### src/rtl/regbank_wr_arbiter.sv
// regbank_wr_arbiter
//
// Shared-write controller for a small bank of WIDTH-bit flip-flop registers.
// Two requesters (A and B) write bursts into the bank. A round-robin
// arbiter picks the owner of the bank for each burst, and a registered
// state machine walks the beats, wrapping the write address inside the bank.
//
// Parameters:
//   WIDTH  data width of each entry
//   AW     address width, DEPTH = 2**AW entries
//   INIT   value loaded into every entry on clear
//
// Ports:
//   clk                  rising-edge clock
//   clr                  synchronous active-high clear
//   a_req / b_req        burst request (level)
//   a_addr / b_addr      burst start address, sampled at grant
//   a_len / b_len        burst beats minus one, sampled at grant
//   a_wdata / b_wdata    write data
//   a_wvalid / b_wvalid  beat valid
//   a_gnt / b_gnt        requester owns the bank (registered)
//   a_done / b_done      one-cycle pulse after the requester's final beat
//   rd_addr              read address
//   rd_data              entry[rd_addr], combinational
//   q                    flattened bank, entry i at q[i*WIDTH +: WIDTH]
//   busy                 a burst is in progress
module regbank_wr_arbiter #(
    parameter int              WIDTH = 4,
    parameter int              AW    = 2,
    parameter logic [WIDTH-1:0] INIT = 4'b0110
) (
    input  logic                        clk,
    input  logic                        clr,

    input  logic                        a_req,
    input  logic [AW-1:0]               a_addr,
    input  logic [AW-1:0]               a_len,
    input  logic [WIDTH-1:0]            a_wdata,
    input  logic                        a_wvalid,
    output logic                        a_gnt,
    output logic                        a_done,

    input  logic                        b_req,
    input  logic [AW-1:0]               b_addr,
    input  logic [AW-1:0]               b_len,
    input  logic [WIDTH-1:0]            b_wdata,
    input  logic                        b_wvalid,
    output logic                        b_gnt,
    output logic                        b_done,

    input  logic [AW-1:0]               rd_addr,
    output logic [WIDTH-1:0]            rd_data,
    output logic [(2**AW)*WIDTH-1:0]    q,
    output logic                        busy
);

    localparam int DEPTH = 2 ** AW;

    typedef enum logic [1:0] {
        IDLE  = 2'd0,
        GNT_A = 2'd1,
        GNT_B = 2'd2
    } state_t;

    typedef enum logic {
        PRI_A = 1'b0,
        PRI_B = 1'b1
    } pri_t;

    state_t           state;
    pri_t             pri;
    logic [AW-1:0]    ptr;
    logic [AW-1:0]    len;
    logic [AW-1:0]    cnt;
    logic [WIDTH-1:0] mem [DEPTH];

    logic             sel_valid;
    logic [WIDTH-1:0] sel_data;
    logic             arb_a;

    // Beat source of the current owner. Signals of the requester that does
    // not own the bank never reach the write path, and nothing is selected
    // while idle, so stray wvalids are ignored by construction.
    always_comb begin
        sel_valid = 1'b0;
        sel_data  = '0;
        case (state)
            GNT_A: begin
                sel_valid = a_wvalid;
                sel_data  = a_wdata;
            end
            GNT_B: begin
                sel_valid = b_wvalid;
                sel_data  = b_wdata;
            end
            default: begin
                sel_valid = 1'b0;
                sel_data  = '0;
            end
        endcase
    end

    // A wins when it is the only requester, or when both request and A
    // holds the priority flag.
    assign arb_a = a_req && (!b_req || (pri == PRI_A));

    // Sequencer and bank. Clear wins over any beat in the same cycle, so a
    // burst interrupted by clear leaves no trace and produces no done.
    // done is cleared every cycle and only set by a final beat, which makes
    // it a single-cycle pulse that coincides with the return to IDLE.
    always_ff @(posedge clk) begin
        if (clr) begin
            state  <= IDLE;
            pri    <= PRI_A;
            ptr    <= '0;
            len    <= '0;
            cnt    <= '0;
            a_done <= 1'b0;
            b_done <= 1'b0;
            for (int i = 0; i < DEPTH; i++) begin
                mem[i] <= INIT;
            end
        end else begin
            a_done <= 1'b0;
            b_done <= 1'b0;
            case (state)
                IDLE: begin
                    if (arb_a) begin
                        state <= GNT_A;
                        ptr   <= a_addr;
                        len   <= a_len;
                        cnt   <= '0;
                    end else if (b_req) begin
                        state <= GNT_B;
                        ptr   <= b_addr;
                        len   <= b_len;
                        cnt   <= '0;
                    end
                end
                GNT_A, GNT_B: begin
                    if (sel_valid) begin
                        mem[ptr] <= sel_data;
                        // Natural AW-bit overflow gives the wrap inside the bank.
                        ptr      <= ptr + 1'b1;
                        cnt      <= cnt + 1'b1;
                        if (cnt == len) begin
                            state <= IDLE;
                            if (state == GNT_A) begin
                                a_done <= 1'b1;
                                pri    <= PRI_B;
                            end else begin
                                b_done <= 1'b1;
                                pri    <= PRI_A;
                            end
                        end
                    end
                end
                default: begin
                    state <= IDLE;
                end
            endcase
        end
    end

    assign a_gnt   = (state == GNT_A);
    assign b_gnt   = (state == GNT_B);
    assign busy    = (state != IDLE);
    assign rd_data = mem[rd_addr];

    genvar gi;
    generate
        for (gi = 0; gi < DEPTH; gi++) begin : g_flat
            assign q[gi*WIDTH +: WIDTH] = mem[gi];
        end
    endgenerate

endmodule

### config.mk
export PLATFORM = sky130hd
export DESIGN_NAME = regbank_wr_arbiter
export DESIGN_NICKNAME = d
export VERILOG_FILES = /design/src/rtl/regbank_wr_arbiter.sv
export SDC_FILE = /design/constraint.sdc
export NUM_CORES = 1
export LEC_CHECK = 0
export BUFFER_PORTS_ARGS = -buffer_cell sky130_fd_sc_hd__clkbuf_2
export CAP_MARGIN = 20
export CORE_UTILIZATION = 49
export DETAILED_ROUTE_END_ITERATION = 10
export GPL_ROUTABILITY_DRIVEN = 0
export GPL_TIMING_DRIVEN = 0
export PLACE_DENSITY = 0.79
export SLEW_MARGIN = 20
export SYNTH_ARGS = -nofsm -noshare
export SYNTH_HDL_FRONTEND = slang
export SYNTH_SLANG_ARGS = --single-unit
### constraint.sdc
create_clock -name clk -period 2.6 [get_ports clk]
set_clock_uncertainty 0.15 [all_clocks]
set_input_delay 0.26 -clock clk [delete_from_list [all_inputs] [get_ports clk]]
set_output_delay 0.26 -clock clk [all_outputs]
set_load 0.03 [all_outputs]
======== Word level (Yosys, flattened, before mapping) ========
Memories as Yosys holds them, arrays and structs flattened.
Cells that the tools add are included.
storage, ports and cells
  flip-flop bits (word level) ............. 11
  bits in writable memories ............... 16
  logic and storage cells ................. 62
  memories ................................ 1
memory list
  memory  depth  bits a word  rd ports  clocked after memory_dff  write ports  line  RTL
  mem     4      4            5         0                         4            75    logic [WIDTH-1:0] mem [DEPTH];
cells by class
  $add $sub $neg .......................... 2
  equal/unequal tests ..................... 6
  muxes and demuxes ....................... 28
  bitwise gates (word level) .............. 4
  reductions and logical operators ........ 14
operator list
  kind                                           number
  2-to-1 mux 2 bit                               13
  one-hot mux 2 bit (2 select lines)             3
  2-to-1 mux 1 bit                               9
  AND reduction 3 bit                            3
  one-hot mux 4 bit (2 select lines)             1
  OR reduction 4 bit                             2
  nonzero test 2 bit                             3
  adder 2 x 1 -> 2 bit, second input constant    2
  2-to-1 mux 4 bit                               1
  inequality test 2 bit, second input constant   2
  NOT 1 bit                                      4
  inequality test 3 bit, second input constant   1
  == test 2 x 1 -> 1 bit, second input constant  1
  == test 2 bit                                  1
  == test 2 bit, second input constant           1
  zero test 2 bit                                1
  one-hot mux 1 bit (2 select lines)             1
  AND reduction 2 bit                            1
  OR reduction 2 bit                             1
  logical AND 1 bit                              1
  zero test 1 bit                                1
  logical OR 1 bit                               1

======== Logic depth before layout (Yosys ltp) ========
Gate-level depths: netlist (run 1).
  depth after elaboration ................. 8
  depth in mapped cells ................... 8

======== Least setup slack after synthesis (run 1) ========
Ideal clock, no wire load.
  path type ............................... reg2reg
  from .................................... register state[1]
  to ...................................... memory mem[0][1], data pin
  setup time .............................. 0.274 ns
  arrival ................................. 1.705 ns
  setup slack ............................. 0.471 ns
  stages on the path, launching flop included .. 9
  period minus slack after synthesis ...... 2.129 ns
  cell sequence ........................... dfxtp_1 > inv_1 > ha_1 > buf_6 > a22o_4 > buf_6 > nand3b_1 > a221oi_1 > nand2_1
RTL lines
  item                      line  RTL
  start: declaration        70    state_t state;
  start signal: assignment  113   state <= IDLE;
  start signal: assignment  129   state <= GNT_A;
  start signal: assignment  134   state <= GNT_B;
  end: declaration          75

==> impl_metrics.py, run 1 <==
metrics = {
    "outcome": {
        "outcome": "completed",
    },
    "synthesis": {
        "ys_types": 39,
        "synth_edf_count": 16,
        "syn_nets": 150,
        "syn_area_per_cell_um2": 11.4,
        "ys_ff_latch": 27,
        "ys_warn_count": 0,
        "ys.flop_type": "edfxtp_1",
        "synthCells": 123,
        "netlist_area_um2": 1400,
        "async_reset_ff_frac": 0,
        "seq_area_frac_synth": 0.500,
    },
    "drt": {
        "first_pass_iters": 4,
        "vias_per_cell": 5.54,
        "ant_nets": 0,
        "wirelength_mm": 2.66,
        "vias": 1141,
        "drcViolationCount": 0,
        "wl_per_cell_um": 12.9,
        "dr.first_iter.drc_count": 27,
    },
    "die": {
        "start_util": 0.513,
        "fp.dieArea_um2": 3080,
        "dieWidth_um": 55.5,
        "ios": 49,
        "dieHeight_um": 55.5,
        "core-area_um2": 2730,
        "fp-row-count": 19,
    },
    "timing": {
        "fin_setup_tns_ps": 0,
        "layout_setup_ws_ps": 222,
        "slew_violations": 0,
        "finalCriticalPeriod_ps": 2380,
        "rsz0062_at_grt": "false",
        "hold_viol": 0,
        "timing.final.crit_share": 0.915,
        "setup_viol_count_final": 0,
        "slew_headroom": 0.636,
        "worstMarginPinSlew_ps": 546,
        "fmax_ghz": 0.420,
    },
    "placed_design": {
        "placed_cells_incl_taps": 202,
        "portBuffers": 48,
        "pre_cts_slack_ps": 300,
        "dp_hpwl_mm": 2.21,
    },
    "final_layout": {
        "num-nets-final": 203,
        "layout_common_cells": "clkbuf_2 (48), edfxtp_1 (16), nor2_1 (12)",
        "fill_cells": 234,
        "num_antenna_cells": 0,
        "regArea_um2": 701,
        "multi_input_area_um2": 633,
        "syn2layout_area_growth_pct": 21.8,
        "fin_cells": 206,
        "drive_gt1_frac": 0.389,
        "final_common_cell": "clkbuf_2",
    },
    "global_route": {
        "grt_pass1_vias": 1069,
        "grt_start_max_net_pins": 15,
        "grt_pass1_wl_mm": 4.49,
        "grt.total_usage": 0.183,
        "antenna_found_initial": 0,
        "grt_overflow": 0,
    },
    "clocking": {
        "cts_hold_buf": 0,
        "clk_pin_slew_ps": 130,
        "cts_root_buf": "clkbuf_4",
        "cts_tree": "yes",
        "clock-sinks": 27,
        "insertion_delay_ps": 310,
        "cts_resized": 0,
        "cts_buffers": 3,
        "cts_buffer_depth": 2,
        "post_cts_buffers": 0,
        "htree_levels": 1,
    },
    "min_path": {
        "hold_class": "primary input to flip-flop",
    },
    "setup_path": {
        "path_class": "flip-flop to flip-flop",
        "crit_required_ps": 2500,
        "critPathCaptureType": "flip-flop",
        "worstPathMaxFanout": 10,
        "critPathLaunchType": "flip-flop",
        "critPathArrivalTime_ps": 2280,
    },
    "power_and_ir_drop": {
        "ir_worst_vdd_uv": 760,
        "cellLeakagePower_nw": 0.699,
        "power_density_nw_per_um2": 762,
    },
    "job": {
        "cap_violations": 0,
    },
}
power by group:
group	switching, mW	internal (mW)	total, mW	leakage (nW)
Sequential	0.0325	0.499	0.532	0.227
Clock	0.113	0.0598	0.173	0.0150
Combinational	0.357	0.238	0.595	0.457
Total	0.503	0.797	1.30	0.699
cell type report:
class	instances	share of cell area
plain buffers	5	0.0198
clock buffers	4	0.0154
inverters	9	0.0198
multi-input cells	82	0.371
flip-flops and latches	27	0.411
well taps	31	0.0227
repair buffers	48	0.141
layer usage:
metal,wire length (um),global-route usage,vias to the layer above
met4,19,0.0607,0
met3,138,0.0281,2
met5,0,0,-
li1,-,-,560
met1,1110,0.212,531
met2,1400,0.341,48
synthesized netlist by cell type, drive strengths merged, types with 2 or more instances:
cell,instances,share of area
a22oi,2,0.011
o31ai,2,0.011
nor2b,2,0.0089
nand2,9,0.024
a221oi,2,0.013
nand2b,4,0.018
xnor2,2,0.013
mux4,4,0.064
clkbuf,3,0.0080
dfxtp,11,0.16
inv,9,0.024
nor2,12,0.032
ha,3,0.027
o21bai,2,0.011
mux2,3,0.027
or2,3,0.013
nand3,2,0.0071
a21oi,4,0.017
or3b,2,0.013
mux2i,4,0.029
a211oi,2,0.011
edfxtp,16,0.34
nor3,5,0.018
buf,2,0.016
sequential cells by signal, summed over array words and instances (netlist names):
| register | flops |
|---|---|
| ptr | 2 |
| len | 2 |
| a_done | 1 |
| cnt | 2 |
| pri | 1 |
| mem | 16 |
| state | 2 |
| b_done | 1 |
per-stage QoR:
step | utilization | cell area (um^2) | hold WS, ps | power [mW]
after global routing | 0.624 | 1710 | 59.0 | 1.39
after global placement | 0.615 | 1680 | 338 | 1.12
after detailed placement | 0.615 | 1680 | 360 | 1.13
after floorplan | - | 1400 | 213 | 1.00
after CTS | 0.624 | 1710 | 57.3 | 1.30
final | 0.624 | 1710 | 55.7 | 1.30
logic make-up (layout without fill, tap and decap cells):
kind of cell | Yosys count | in the layout | synth area share
AND/OR/NAND/NOR | 44 | 44 | 0.161
flip-flops | 27 | 27 | 0.500
AO/OA/AOI/OAI | 22 | 22 | 0.132
buffers and inverters | 14 | 66 | 0.0482
multiplexers | 11 | 11 | 0.120
adder cells (fa/ha/maj) | 3 | 3 | 0.0268
XOR/XNOR | 2 | 2 | 0.0125
worst max-delay path, stage by stage, from the launching register on:
cell      delay, ps
dfxtp_1         370
inv_1            80
ha_1            310
clkbuf_1        330
nand3b_1        240
a221oi_1        510
nand2_1         130
worst paths after layout:
kind | start | endpoint | slack (ps) | cells past startpoint
setup reg to reg | state[0] | mem[0][1] | 220 | 6
hold / removal | clr | state[0] | 60 | 2
hold reg to reg | len[0] | len[0] | 370 | 2
setup / recovery | state[0] | mem[0][1] | 220 | 6
No activity file was read; power rests on OpenSTA's default activity.
==> run 2, diff against run 1 <==
--- a/config.mk
+++ b/config.mk
@@ -8,6 +8,7 @@
 export BUFFER_PORTS_ARGS = -buffer_cell sky130_fd_sc_hd__clkbuf_2
 export CAP_MARGIN = 20
 export CORE_UTILIZATION = 49
+export CTS_BUF_LIST = sky130_fd_sc_hd__clkbuf_4 sky130_fd_sc_hd__clkbuf_8 sky130_fd_sc_hd__clkbuf_16
 export DETAILED_ROUTE_END_ITERATION = 10
 export GPL_ROUTABILITY_DRIVEN = 0
 export GPL_TIMING_DRIVEN = 0
==> run 2 against run 1 <==
Against the previous run: routed wire length down 0.60%; sequential share of layout area shrank 0.090 points; first-iteration DRC count up 19%; register-to-register slack about the same; clock power increased by 6%; non-clock buffer count unchanged; cell count unchanged; die area did not move; combinational power about the same; largest cell class unchanged; highest routed layer unchanged.
==> impl_metrics.py, run 2 (synthesis results as in run 1) <==
metrics = {
    "outcome": {
        "outcome": "completed",
    },
    "die": {
        "dieWidth_um": 55.5,
        "fp.dieArea_um2": 3080,
        "dieHeight_um": 55.5,
        "start_util": 0.513,
        "ios": 49,
        "core-area_um2": 2730,
        "fp-row-count": 19,
    },
    "drt": {
        "vias": 1140,
        "ant_nets": 0,
        "dr.first_iter.drc_count": 32,
        "drcViolationCount": 0,
        "wl_per_cell_um": 12.8,
        "first_pass_iters": 4,
        "vias_per_cell": 5.53,
        "wirelength_mm": 2.64,
    },
    "timing": {
        "slew_headroom": 0.638,
        "fmax_ghz": 0.422,
        "finalCriticalPeriod_ps": 2370,
        "worstMarginPinSlew_ps": 544,
        "layout_setup_ws_ps": 228,
        "setup_viol_count_final": 0,
        "hold_viol": 0,
        "timing.final.crit_share": 0.912,
        "fin_setup_tns_ps": 0,
        "slew_violations": 0,
        "rsz0062_at_grt": "false",
    },
    "job": {
        "cap_violations": 0,
    },
    "global_route": {
        "antenna_found_initial": 0,
        "grt_pass1_vias": 1079,
        "grt_start_max_net_pins": 15,
        "grt.total_usage": 0.184,
        "grt_overflow": 0,
        "grt_pass1_wl_mm": 4.51,
    },
    "clocking": {
        "htree_levels": 1,
        "cts_resized": 0,
        "cts_tree": "yes",
        "cts_buffer_depth": 2,
        "cts_hold_buf": 0,
        "cts_root_buf": "clkbuf_4",
        "clock-sinks": 27,
        "insertion_delay_ps": 310,
        "post_cts_buffers": 0,
        "clk_pin_slew_ps": 130,
        "cts_buffers": 3,
    },
    "min_path": {
        "holdPathEnd": "state[0]",
        "hold_class": "primary input to flip-flop",
        "hold_depth": 2,
        "hold_path_startpoint": "clr",
    },
    "final_layout": {
        "num-nets-final": 203,
        "num_antenna_cells": 0,
        "syn2layout_area_growth_pct": 22.1,
        "regArea_um2": 701,
        "regMostFlops": "mem",
        "final_common_cell": "clkbuf_2",
        "multi_input_area_um2": 633,
        "fill_cells": 235,
        "design_area_um2": 1710,
        "largest_register_ffs": 16,
        "drive_gt1_frac": 0.394,
        "layout_common_cells": "clkbuf_2 (48), edfxtp_1 (16), nor2_1 (12)",
    },
    "power_and_ir_drop": {
        "cellLeakagePower_nw": 0.702,
        "ir_worst_vdd_uv": 686,
        "power_density_nw_per_um2": 765,
    },
    "setup_path": {
        "critPathCaptureType": "flip-flop",
        "path_class": "flip-flop to flip-flop",
        "worstPathMaxFanout": 10,
        "critPathLaunchType": "flip-flop",
        "r2r-end": "mem[0][1]",
        "r2r_cells": 6,
        "critPathArrivalTime_ps": 2270,
        "crit_required_ps": 2500,
        "reg2reg_setup_slack_ps": 230,
        "reg2reg_from": "state[0]",
    },
    "placed_design": {
        "dp_hpwl_mm": 2.21,
        "placedInstanceArea_um2": 1680,
        "portBuffers": 48,
        "pre_cts_slack_ps": 300,
    },
}
run 2: cell count changes in the layout (fill, tap and decap cells not counted):
cell / delta
clkbuf_1: -1
clkbuf_4: +1
run 2: how the worst max path moves through the flow:
stage / depth (start not counted) / to / slack (ps) / startpoint
2_1_floorplan: 8 / mem[0][1] / 470 / state[1]
3_3_place_gp: 6 / mem[0][1] / 370 / state[0]
3_5_place_dp: 6 / mem[0][1] / 300 / state[0]
4_1_cts: 6 / mem[0][1] / 270 / state[0]
5_1_grt: 6 / mem[0][1] / 90 / state[0]
6_report: 6 / mem[0][1] / 230 / state[0]
run 2: per-layer routing:
| metal | track usage | vias to the layer above | wire length (um) |
|---|---|---|---|
| li1 | - | 560 | - |
| met2 | 0.341 | 53 | 1400 |
| met4 | 0.0714 | 0 | 19 |
| met1 | 0.212 | 525 | 1080 |
| met5 | 0 | - | 0 |
| met3 | 0.0281 | 2 | 143 |
run 2: layout make-up:
type | instances | area share
Buffer | 5 | 0.0198
Sequential cell | 27 | 0.410
Multi-Input combinational cell | 82 | 0.370
Timing Repair Buffer | 48 | 0.140
Inverter | 9 | 0.0198
Tap cell | 31 | 0.0227
Clock buffer | 4 | 0.0176
run 2: where the power goes:
part / switching [mW] / internal (mW) / total [mW]
clock network: 0.114 / 0.0703 / 0.184
registers: 0.0320 / 0.499 / 0.531
logic: 0.356 / 0.238 / 0.594
total: 0.502 / 0.808 / 1.31
run 2: through the flow:
| step | instances | util | hold slack, ps | power [mW] |
|---|---|---|---|---|
| 2_1_floorplan | 123 | - | 213 | 1.00 |
| 3_3_place_gp | 202 | 0.615 | 338 | 1.12 |
| 3_5_place_dp | 202 | 0.615 | 360 | 1.13 |
| 4_1_cts | 206 | 0.626 | 53.3 | 1.31 |
| 5_1_grt | 206 | 0.626 | 55.2 | 1.40 |
| 6_report | 206 | 0.626 | 55.2 | 1.31 |
run 2: worst max-delay path: stages (launching register included):
cell and delay (ps):
dfxtp_1 370, inv_1 80, ha_1 310, clkbuf_1 330, nand3b_1 240, a221oi_1 510
nand2_1 130
==> run 3, diff against run 2 <==
--- a/config.mk
+++ b/config.mk
@@ -5,6 +5,7 @@
 export SDC_FILE = /design/constraint.sdc
 export NUM_CORES = 1
 export LEC_CHECK = 0
+export ABC_AREA = 1
 export BUFFER_PORTS_ARGS = -buffer_cell sky130_fd_sc_hd__clkbuf_2
 export CAP_MARGIN = 20
 export CORE_UTILIZATION = 49
@@ -12,7 +13,7 @@
 export DETAILED_ROUTE_END_ITERATION = 10
 export GPL_ROUTABILITY_DRIVEN = 0
 export GPL_TIMING_DRIVEN = 0
-export PLACE_DENSITY = 0.79
+export PLACE_DENSITY = 0.78
 export SLEW_MARGIN = 20
 export SYNTH_ARGS = -nofsm -noshare
 export SYNTH_HDL_FRONTEND = slang
==> run 3 against run 2 <==
Against the previous run: first-iteration DRC count grew 72%; synthesized cell count grew 46%; critical endpoint is now mem[3][2]; via count grew 14%; flip-flop and latch count is the same; count of clock-buffer cells in the layout is the same; critical path type unchanged; worst hold slack lost 45 ps; clock power grew 2%.
==> impl_metrics.py, run 3 <==
metrics = {
    "outcome": {
        "outcome": "completed",
    },
    "power_and_ir_drop": {
        "intPower_mw": 0.772,
        "power_density_nw_per_um2": 761,
        "seqPwrFrac": 0.404,
        "power_frac_clock": 0.141,
        "combPwrFrac": 0.455,
        "p_sw_mw": 0.559,
        "ir_worst_vdd_uv": 597,
        "switching_share": 0.420,
        "cellLeakagePower_nw": 0.849,
        "total_power_mw": 1.33,
    },
    "clocking": {
        "cts_tree": "yes",
        "cts_root_buf": "clkbuf_4",
        "cts_buffer_depth": 2,
        "clk_pin_slew_ps": 140,
        "cts_resized": 0,
        "insertion_delay_ps": 310,
        "clock-sinks": 27,
        "htree_levels": 1,
        "post_cts_buffers": 0,
        "cts_hold_buf": 0,
        "cts_buffers": 3,
    },
    "global_route": {
        "grt_overflow": 0,
        "grt_pass1_wl_mm": 4.80,
        "grt_pass1_vias": 1255,
        "antenna_found_initial": 0,
        "grt.total_usage": 0.189,
        "grt_start_max_net_pins": 15,
    },
    "placed_design": {
        "placed_cells_incl_taps": 258,
        "dp_hpwl_mm": 2.30,
        "portBuffers": 47,
        "placedInstanceArea_um2": 1720,
        "pre_cts_slack_ps": 447,
    },
    "drt": {
        "ant_nets": 0,
        "wl_per_cell_um": 10.5,
        "drcViolationCount": 0,
        "vias_per_cell": 4.96,
        "wirelength_mm": 2.75,
        "vias": 1300,
        "dr.first_iter.drc_count": 55,
        "first_pass_iters": 4,
    },
    "synthesis": {
        "ys_ff_latch": 27,
        "async_reset_ff_frac": 0,
        "yosys.cell_count.top_type": "nand2_1",
        "ys_types": 22,
        "synth_area_leaders": "edfxtp_1 (33%), dfxtp_1 (15%), nand2_1 (12%), inv_1 (7.0%), nor2_1 (5.2%)",
        "yosys.area.top_type_share": 0.333,
        "synth_edf_count": 16,
        "netlist_area_um2": 1440,
        "syn_nets": 207,
        "post-synth-top-area-cell": "edfxtp_1",
        "ys.flop_type": "edfxtp_1",
        "ys_warn_count": 0,
        "synthCells": 180,
        "seq_area_frac_synth": 0.485,
        "synth_common_cells": "nand2_1 (47), inv_1 (27), nor2_1 (20)",
        "syn_area_per_cell_um2": 8.02,
    },
    "final_layout": {
        "num-nets-final": 259,
        "largest_register_ffs": 16,
        "design_area_um2": 1750,
        "fin_cells": 262,
        "num_antenna_cells": 0,
        "layout_common_cells": "nand2_1 (47), clkbuf_2 (47), inv_1 (27)",
        "regMostFlops": "mem",
        "syn2layout_area_growth_pct": 21.1,
        "drive_gt1_frac": 0.277,
        "finish.utilization": 0.628,
    },
    "setup_path": {
        "critPathLaunchType": "flip-flop",
        "worstPathMaxFanout": 8,
        "crit_path_start": "state[0]",
        "reg2reg_setup_slack_ps": 430,
        "reg2reg_from": "state[0]",
        "critPathArrivalTime_ps": 1990,
        "critPathCaptureType": "flip-flop",
        "path_class": "flip-flop to flip-flop",
        "crit_required_ps": 2420,
    },
    "timing": {
        "hold_viol": 0,
        "fin_setup_tns_ps": 0,
        "fmax_ghz": 0.460,
        "slew_headroom": 0.499,
        "layout_setup_ws_ps": 428,
        "timing.final.crit_share": 0.835,
        "timing.hold.ws_ps": 10.5,
        "finalCriticalPeriod_ps": 2170,
        "setup_viol_count_final": 0,
        "rsz0062_at_grt": "false",
        "worstMarginPinSlew_ps": 745,
        "slew_violations": 0,
    },
    "die": {
        "core-area_um2": 2780,
        "fp-row-count": 19,
        "ios": 49,
        "dieHeight_um": 56.3,
        "fp.dieArea_um2": 3170,
        "start_util": 0.519,
        "dieWidth_um": 56.3,
    },
    "min_path": {
        "hold_path_startpoint": "a_len[0]",
        "hold_class": "primary input to flip-flop",
    },
    "job": {
        "cap_violations": 0,
    },
}
run 3: changes by cell type in the layout (fill, tap and decap cells not counted), moves of 8 or more:
cell / delta
nand2_1: +38
inv_1: +18
o21ai_0: +13
nand3_1: +9
nor2_1: +8
run 3: critical path, cell delays in order, from the launching register on:
cell and delay (ps):
dfxtp_1 380, inv_1 70, ha_1 270, buf_2 200
nand2_4 120, o31ai_1 630
run 3: power by group through the flow:
stage / logic (mW) / registers [mW] / clock network, mW
6_report: 0.605 / 0.538 / 0.188
5_1_grt: 0.688 / 0.544 / 0.206
4_1_cts: 0.610 / 0.538 / 0.187
3_5_place_dp: 0.607 / 0.547 / 0
3_3_place_gp: 0.600 / 0.547 / 0
2_1_floorplan: 0.457 / 0.564 / 0
run 3: cell type report:
class / count / area, um^2
fillers: 257 / 1030
flip-flops and latches: 27 / 701
multi-input cells: 122 / 623
repair buffers: 47 / 235
inverters: 28 / 105
well taps: 31 / 38.8
clock buffers: 4 / 30.0
plain buffers: 3 / 15.0
run 3: kinds of logic (layout without fill, tap and decap cells):
| group | Yosys count | after routing | share of synthesized area |
|---|---|---|---|
| and+or+nand+nor | 90 | 90 | 0.289 |
| buffers and inverters | 31 | 82 | 0.0832 |
| AOI/OAI and AO/OA | 29 | 29 | 0.116 |
| DFF | 27 | 27 | 0.485 |
| adders and majority gates | 3 | 3 | 0.0260 |
run 3: metal layers:
| layer | global-route usage | share of wire | routed length (um) |
|---|---|---|---|
| met5 | 0 | 0 | 0 |
| met4 | 0.0767 | 0.026 | 72 |
| met3 | 0.0207 | 0.040 | 109 |
| met2 | 0.372 | 0.52 | 1420 |
| met1 | 0.201 | 0.42 | 1150 |
run 3: path summary, 6_finish.rpt:
| path | end | cells after the start |
|---|---|---|
| worst max-delay path | mem[3][2] | 5 |
| worst min-delay path | len[0] | 3 |
| worst max register to register | mem[3][2] | 5 |
| worst min register to register | ptr[0] | 2 |
